==> src/rtl/kmap_pkg.sv <==
// -----------------------------------------------------------------------------
// kmap_pkg
// Shared types and constants for the K-map nibble sequencer.
//   nibble_t      : 4-bit input vector of the K-map function
//   state_t       : sequencer FSM state (COLLECT / EVAL)
//   KMAP_DC_MASK  : bit i set => nibble i is a don't-care input of f(x)
//   is_dc()       : true when a nibble lies in the don't-care set
// The don't-care helpers are used by the optional KMAP_DC_CHECK_EN build.
// -----------------------------------------------------------------------------
package kmap_pkg;

  typedef logic [3:0] nibble_t;

  typedef enum logic {
    COLLECT = 1'b0,
    EVAL    = 1'b1
  } state_t;

  // Don't-care nibbles: 0x0, 0x1, 0x3, 0x5, 0xA, 0xD, 0xF.
  localparam logic [15:0] KMAP_DC_MASK = 16'hA42B;

  function automatic logic is_dc(input nibble_t n);
    return KMAP_DC_MASK[n];
  endfunction

endpackage : kmap_pkg

==> src/rtl/kmap_nibble_sequencer_if.sv <==
// -----------------------------------------------------------------------------
// kmap_nibble_sequencer_if
// Valid/ready result port of the K-map nibble sequencer.
//   out_valid : result register holds an undelivered result
//   out_ready : consumer accepts the result this cycle
//   out_x     : nibble of the held result
//   out_f     : function value of the held result
//   out_dc    : held nibble is a don't-care (only with KMAP_DC_CHECK_EN)
// Modports: master = producer (sequencer), slave = consumer.
// -----------------------------------------------------------------------------
interface kmap_nibble_sequencer_if;
  import kmap_pkg::*;

  logic    out_valid;
  logic    out_ready;
  nibble_t out_x;
  logic    out_f;
`ifdef KMAP_DC_CHECK_EN
  logic    out_dc;
`endif

  modport master (
    output out_valid,
    output out_x,
    output out_f,
`ifdef KMAP_DC_CHECK_EN
    output out_dc,
`endif
    input  out_ready
  );

  modport slave (
    input  out_valid,
    input  out_x,
    input  out_f,
`ifdef KMAP_DC_CHECK_EN
    input  out_dc,
`endif
    output out_ready
  );

endinterface : kmap_nibble_sequencer_if

==> src/rtl/kmap_serial_to_nibble.sv <==
// -----------------------------------------------------------------------------
// kmap_serial_to_nibble
// Shift register and 2-bit bit counter that assemble a serial stream into
// 4-bit nibbles. Never stalls: every in_valid cycle consumes in_bit.
//   clk, aresetn   : clock, asynchronous active-low reset
//   in_bit         : serial data bit
//   in_valid       : in_bit accepted this cycle
//   nibble         : nibble including the bit accepted this cycle
//   nibble_done    : this cycle's bit completes a nibble (bit_cnt == 3)
// Parameter MSB_FIRST: 1 => first bit lands in nibble[3], 0 => in nibble[0].
// nibble/nibble_done are combinational so the parent can register the
// completed nibble at the same edge that accepts the 4th bit.
// -----------------------------------------------------------------------------
module kmap_serial_to_nibble
  import kmap_pkg::*;
#(
  parameter bit MSB_FIRST = 1'b1
) (
  input  logic    clk,
  input  logic    aresetn,
  input  logic    in_bit,
  input  logic    in_valid,
  output nibble_t nibble,
  output logic    nibble_done
);

  nibble_t    shift_q;
  nibble_t    shift_d;
  logic [1:0] bit_cnt;

  // NOTE: always_comb blocks assign every output unconditionally so no latch
  // is inferred.
  always_comb begin
    shift_d = MSB_FIRST ? {shift_q[2:0], in_bit} : {in_bit, shift_q[3:1]};
  end

  // NOTE: sequential state uses non-blocking assignments so every register
  // samples pre-edge values regardless of process ordering.
  always_ff @(posedge clk or negedge aresetn) begin
    if (!aresetn) begin
      shift_q <= '0;
      bit_cnt <= '0;
    end else if (in_valid) begin
      shift_q <= shift_d;
      bit_cnt <= bit_cnt + 2'd1;  // wraps 3 -> 0 on the 4th bit
    end
  end

  assign nibble      = shift_d;
  assign nibble_done = in_valid && (bit_cnt == 2'd3);

endmodule : kmap_serial_to_nibble

==> src/rtl/kmap_nibble_sequencer.sv <==
// -----------------------------------------------------------------------------
// kmap_nibble_sequencer
// Wraps the combinational K-map function f(x): assembles serial bits into a
// registered nibble x, samples f one cycle later (EVAL), and presents {x, f}
// on a registered valid/ready port. Counts delivered results and flags
// dropped ones.
//   clk, aresetn : clock, asynchronous active-low reset
//   in_bit       : serial data bit
//   in_valid     : in_bit accepted this cycle (no backpressure)
//   x            : registered nibble driven to the function block
//   f            : combinational function result for the current x
//   overrun      : sticky, a result was dropped because the slot was full
//   result_cnt   : completed output handshakes, wraps at 2^COUNT_W
//   res          : result port (out_valid/out_ready/out_x/out_f[/out_dc])
// Parameters: MSB_FIRST (bit order), COUNT_W (result counter width).
// Optional build macro KMAP_DC_CHECK_EN adds out_dc and forces out_f to 0 for
// don't-care nibbles so no X leaves the block.
// -----------------------------------------------------------------------------
module kmap_nibble_sequencer
  import kmap_pkg::*;
#(
  parameter bit MSB_FIRST = 1'b1,
  parameter int COUNT_W   = 8
) (
  input  logic                 clk,
  input  logic                 aresetn,
  input  logic                 in_bit,
  input  logic                 in_valid,
  output nibble_t              x,
  input  logic                 f,
  output logic                 overrun,
  output logic [COUNT_W-1:0]   result_cnt,
  kmap_nibble_sequencer_if.master res
);

  nibble_t nibble;
  logic    nibble_done;

  state_t  state_q;
  state_t  state_d;
  logic    load;
  logic    drop;
  logic    handshake;
  logic    f_eff;

  kmap_serial_to_nibble #(
    .MSB_FIRST (MSB_FIRST)
  ) u_s2n (
    .clk         (clk),
    .aresetn     (aresetn),
    .in_bit      (in_bit),
    .in_valid    (in_valid),
    .nibble      (nibble),
    .nibble_done (nibble_done)
  );

  // EVAL lasts exactly one cycle after each completed nibble; a new nibble
  // finishing during EVAL simply schedules the next EVAL.
  always_comb begin
    state_d   = nibble_done ? EVAL : COLLECT;
    handshake = res.out_valid && res.out_ready;
    load      = 1'b0;
    drop      = 1'b0;
    if (state_q == EVAL) begin
      // Slot is usable if empty or being emptied by this cycle's handshake.
      if (!res.out_valid || res.out_ready) load = 1'b1;
      else                                 drop = 1'b1;
    end
  end

`ifdef KMAP_DC_CHECK_EN
  assign f_eff = is_dc(x) ? 1'b0 : f;
`else
  assign f_eff = f;
`endif

  always_ff @(posedge clk or negedge aresetn) begin
    if (!aresetn) begin
      state_q <= COLLECT;
      x       <= '0;
    end else begin
      state_q <= state_d;
      // f for the previous x has already been sampled by load at this edge.
      if (nibble_done) x <= nibble;
    end
  end

  always_ff @(posedge clk or negedge aresetn) begin
    if (!aresetn) begin
      res.out_valid <= 1'b0;
      res.out_x     <= '0;
      res.out_f     <= 1'b0;
`ifdef KMAP_DC_CHECK_EN
      res.out_dc    <= 1'b0;
`endif
    end else if (load) begin
      res.out_valid <= 1'b1;
      res.out_x     <= x;
      res.out_f     <= f_eff;
`ifdef KMAP_DC_CHECK_EN
      res.out_dc    <= is_dc(x);
`endif
    end else if (handshake) begin
      res.out_valid <= 1'b0;
    end
  end

  always_ff @(posedge clk or negedge aresetn) begin
    if (!aresetn) begin
      overrun    <= 1'b0;
      result_cnt <= '0;
    end else begin
      if (drop)      overrun    <= 1'b1;
      if (handshake) result_cnt <= result_cnt + 1'b1;
    end
  end

endmodule : kmap_nibble_sequencer

==> src/flat_wrapper.sv <==
// flat-port wrapper written by rule: the top's interface ports become plain ports
module kmap_nibble_sequencer_flat import kmap_pkg::*;
#(
  parameter bit MSB_FIRST = 1'b1,
  parameter int COUNT_W   = 8
)
  (clk, aresetn, in_bit, in_valid, x, f, overrun, result_cnt, res_out_valid, res_out_x, res_out_f, res_out_ready);
  kmap_nibble_sequencer_if res_i ();
  input  logic clk;
  input  logic aresetn;
  input  logic in_bit;
  input  logic in_valid;
  output nibble_t x;
  input  logic f;
  output logic overrun;
  output logic [COUNT_W-1:0] result_cnt;
  output wire logic [$bits(res_i.out_valid)-1:0] res_out_valid;
  output wire logic [$bits(res_i.out_x)-1:0] res_out_x;
  output wire logic [$bits(res_i.out_f)-1:0] res_out_f;
  input wire logic [$bits(res_i.out_ready)-1:0] res_out_ready;
  assign res_out_valid = res_i.out_valid;
  assign res_out_x = res_i.out_x;
  assign res_out_f = res_i.out_f;
  assign res_i.out_ready = res_out_ready;
  kmap_nibble_sequencer #(.MSB_FIRST(MSB_FIRST), .COUNT_W(COUNT_W)) u_core (.clk(clk), .aresetn(aresetn), .in_bit(in_bit), .in_valid(in_valid), .x(x), .f(f), .overrun(overrun), .result_cnt(result_cnt), .res(res_i));
endmodule
==> config.mk <==
export PLATFORM = sky130hd
export DESIGN_NAME = kmap_nibble_sequencer_flat
export DESIGN_NICKNAME = d
export VERILOG_FILES = /design/src/rtl/kmap_pkg.sv /design/src/rtl/kmap_nibble_sequencer_if.sv /design/src/rtl/kmap_serial_to_nibble.sv /design/src/rtl/kmap_nibble_sequencer.sv /design/src/flat_wrapper.sv
export SDC_FILE = /design/constraint.sdc
export NUM_CORES = 1
export LEC_CHECK = 0
export CORE_ASPECT_RATIO = 1.1
export CORE_MARGIN = 4
export CORE_UTILIZATION = 46
export CTS_CLUSTER_DIAMETER = 50
export DETAILED_ROUTE_END_ITERATION = 10
export PLACE_DENSITY_LB_ADDON = 0.05
export SLEW_MARGIN = 20
export SYNTH_ARGS = -nofsm -noshare
export SYNTH_HDL_FRONTEND = slang
export SYNTH_SLANG_ARGS = --single-unit
export TNS_END_PERCENT = 1
==> constraint.sdc <==
create_clock -name clk -period 1.5 [get_ports clk]
set_input_delay 0.3 -clock clk [delete_from_list [all_inputs] [get_ports clk]]
set_output_delay 0.3 -clock clk [all_outputs]
set_load 0.01 [all_outputs]
==> impl_results.md <==
* CP Max Fanout at 5
* ANT nets after route at 0
* Synthesis-to-finish area growth at 34.2%
* Source-to-sink clock delay at the later pin of the worst-skew pair at 300 ps
* Met1 Resource Use GR at 0.167
* Setup WS post-layout at between 150 and 200 ps
* Highest-utilization routing layer at the global route stage: met2
* Horizontal die dimension at 51.8 um
* DPL Wire Length at roughly 1200 um
* Number of clock sinks at 25
* Finished Layout Cells at 131
* Status: finished, final reports clean
* First-pass GRT wire length at 2770 um
* Final worst path period share at 0.889
* Type of destination of the critical path: output port
* Maximum number of buffers from clock root to sink at 2
* Final routed wirelength across all metal layers at 1650 um
* Number of pins with negative max-slew slack in the final report at 0
* Ratio of routed vias to standard cells at 4.69
* Cell chosen for the clock root: clkbuf_4
* Post-Syn Nets at 76
* Setup violation total in the final timing report at 0
* Worst endpoint data arrival time at 1030 ps
* Post-synthesis average cell area at 14.3 um2
* Kind of start point of the critical path: flop
* Class of the tightest hold or removal check: in2async
* Slew at the pin closest to its max-slew limit at 297 ps
* Number of flip-flops and latches in the synthesized netlist at 25
* Buffers on Ports at 24
* Core area at around 0.002 mm2
* DRC violation total after the first TritonRoute iteration at 7
* Setup Skew at approximately 1.6 ps
* Post-Layout Inst Area at between 0.001 and 0.0015 mm2
* Number of endpoints with negative hold slack in the final report at 0
* Placed Area at about 0.0013 mm2
* Power per cell area at 1720 mW/mm2
* Starting utilization of the core area at 0.486
* Count of buffering cells on the critical path with inverters included at 1
* Number of antenna violations at the first check in global routing at 0
* Combined area of the multi-input logic cells at 334 um2
* Fill cell total of the finished layout at around 180
* First-pass iteration count of the detailed router at 4
* Setup repair after global routing missed its margin: false
* Top cell type's share of synthesized area at 0.644
* Routed length per instance at 12.6 um
* Number of remaining DRC errors at 0
* Cell family with the largest share of critical-path delay: flip-flops
* Global Route met3 Usage at 0.0375
* LEAKAGE at 0.649 nW
* GRT overflow at 0
* Count of cell types in the netlist at 17
* CTS H-Tree Depth at 1
* Cell area after synthesis at 972 um2
* Share of layout cells above drive strength 1 at 0.252
* Slowest cell on crit path: dfrtp_1
* Vias in the first global route at 630
* Max Freq at around 0.75 GHz
* Clock-pin slew on the worst setup and hold paths at 120 ps
* Required @ worst endpoint at approximately 1200 ps
* Gpl congestion at ~0.66
* Type of the setup path with the least slack: reg2out
* Number of buffers inserted during clock tree synthesis at 3
* Met2 Usage GRT at 0.192
* Max_slew headroom at 0.802
* Worst path cell trace: dlygate4sd2_1
* Place WS at -58.5 ps
* Total instance count after detailed placement at ~120
* Largest net degree at the start of global routing at 26
* Area of the die at 0.00291 mm2
* Biggest cell delay along the critical path at 430 ps
* Worst vdd ir at 0.988 mV
* Max Cap Viol at 0
* Fraction of the yosys area taken by sequential cells at 0.644
* Power, Total at approximately 2.2 mW
* Synth Warn # at 0
* Syn Inst Count at 68
* Routed vias at slightly above 600
* Final hold slack at 347 ps
* Finished Core Util at 0.653
* Final net count at 112
* Count of inserted antenna diode cells at 0
* Post-route setup TNS at 0 ps
* Minimum clock period at 1330 ps
* GR Util All Layers at 0.129
* Cell Rows at 17
* Most area-consuming cells after synthesis: dfrtp_1, mux2_2, xnor2_1
* CTS tree: done
* Die outline height at 56.2 um
* IO Pins at 25
* Register area at around 630 um2
* Biggest area consumer among synthesized cells: dfrtp_1
-- layer usage --
metal / vias to the layer above / wire, um / share of wire
met5: - / 0 / 0
met1: 298 / 760 / 0.46
met4: 0 / 18 / 0.011
li1: 298 / - / -
met3: 2 / 99 / 0.060
met2: 17 / 766 / 0.47
-- worst paths after layout --
kind | startpoint | end | slack [ps] | depth (start not counted)
setup / recovery | u_core.res.out_valid | res_out_valid | 170 | 1
hold / removal | aresetn | u_core.result_cnt[5] | 350 | 2
setup reg to reg | u_core.u_s2n.bit_cnt[0] | u_core.x[3] | 240 | 3
hold reg to reg | u_core.result_cnt[7] | u_core.result_cnt[7] | 470 | 1
max in group asynchronous | aresetn | u_core.u_s2n.shift_q[2] | 930 | 2
min in group clk | u_core.result_cnt[7] | u_core.result_cnt[7] | 470 | 1
-- cells in the mapped netlist --
| master | number |
|---|---|
| dfrtp_1 | 25 |
| mux2_2 | 14 |
| nand2_1 | 7 |
| xnor2_1 | 5 |
| xor2_1 | 3 |
| ha_1 | 2 |
| inv_1 | 2 |
| and3_1 | 1 |
| and4_1 | 1 |
| buf_2 | 1 |
| nand2_2 | 1 |
| nand2b_1 | 1 |
| nand3_1 | 1 |
| nand4_1 | 1 |
| nor2_1 | 1 |
| nor3_1 | 1 |
| o21bai_1 | 1 |
-- where the power goes --
group | total, mW | switching (mW) | leakage, nW | internal (mW)
sequential | 1.10 | 0.167 | 0.309 | 0.931
combinational | 0.864 | 0.366 | 0.325 | 0.498
clock | 0.280 | 0.176 | 0.0150 | 0.104
-- kinds of logic (layout without fill, tap and decap cells) --
| kind of cell | after synthesis | in the layout | synth area share |
|---|---|---|---|
| DFF | 25 | 25 | 0.644 |
| and+or+nand+nor | 15 | 15 | 0.0759 |
| muxes | 14 | 14 | 0.162 |
| xor gates and xnor gates | 8 | 8 | 0.0721 |
| buffers and inverters | 3 | 38 | 0.0129 |
| adders and majority gates | 2 | 2 | 0.0257 |
| AOI/OAI and AO/OA | 1 | 1 | 0.00772 |
-- worst register-to-register path, delay by kind of cell (launching register included) --
family	cells	cell delay [ps]
fa+ha+maj	1	200
flops	1	410
simple gates	1	190
mux	1	360
-- placed cells by master (no fill, tap or decap), drive strengths merged, types with 2 or more instances in the layout --
cell type,instances
clkbuf,4
xnor2,5
mux2,14
nand2,8
dlygate4sd2,19
dfrtp,25
clkdlybuf4s50,5
ha,2
inv,2
buf,8
xor2,3
-- cell type report --
| cell class | instances | share of cell area |
|---|---|---|
| flip-flops and latches | 25 | 0.479 |
| multi-input cells | 40 | 0.256 |
| repair buffers | 32 | 0.212 |
| well taps | 28 | 0.0268 |
| clock buffers | 4 | 0.0201 |
| inverters | 2 | 0.00575 |
-- timing repair --
action / CTS / global route
setup endpoints to repair: 19 / 0
setup buffers: 4 / 0
gates resized for setup: 19 / 0
hold buffers: 0 / 0
-- flip-flops by register name (all words and copies together) (netlist names) --
| name | count |
|---|---|
| u_core.overrun | 1 |
| u_core.res.out_f | 1 |
| u_core.res.out_valid | 1 |
| u_core.res.out_x | 4 |
| u_core.result_cnt | 8 |
| u_core.state_q | 1 |
| u_core.u_s2n.bit_cnt | 2 |
| u_core.u_s2n.shift_q | 3 |
| u_core.x | 4 |
(Power assumes the default switching activity.)
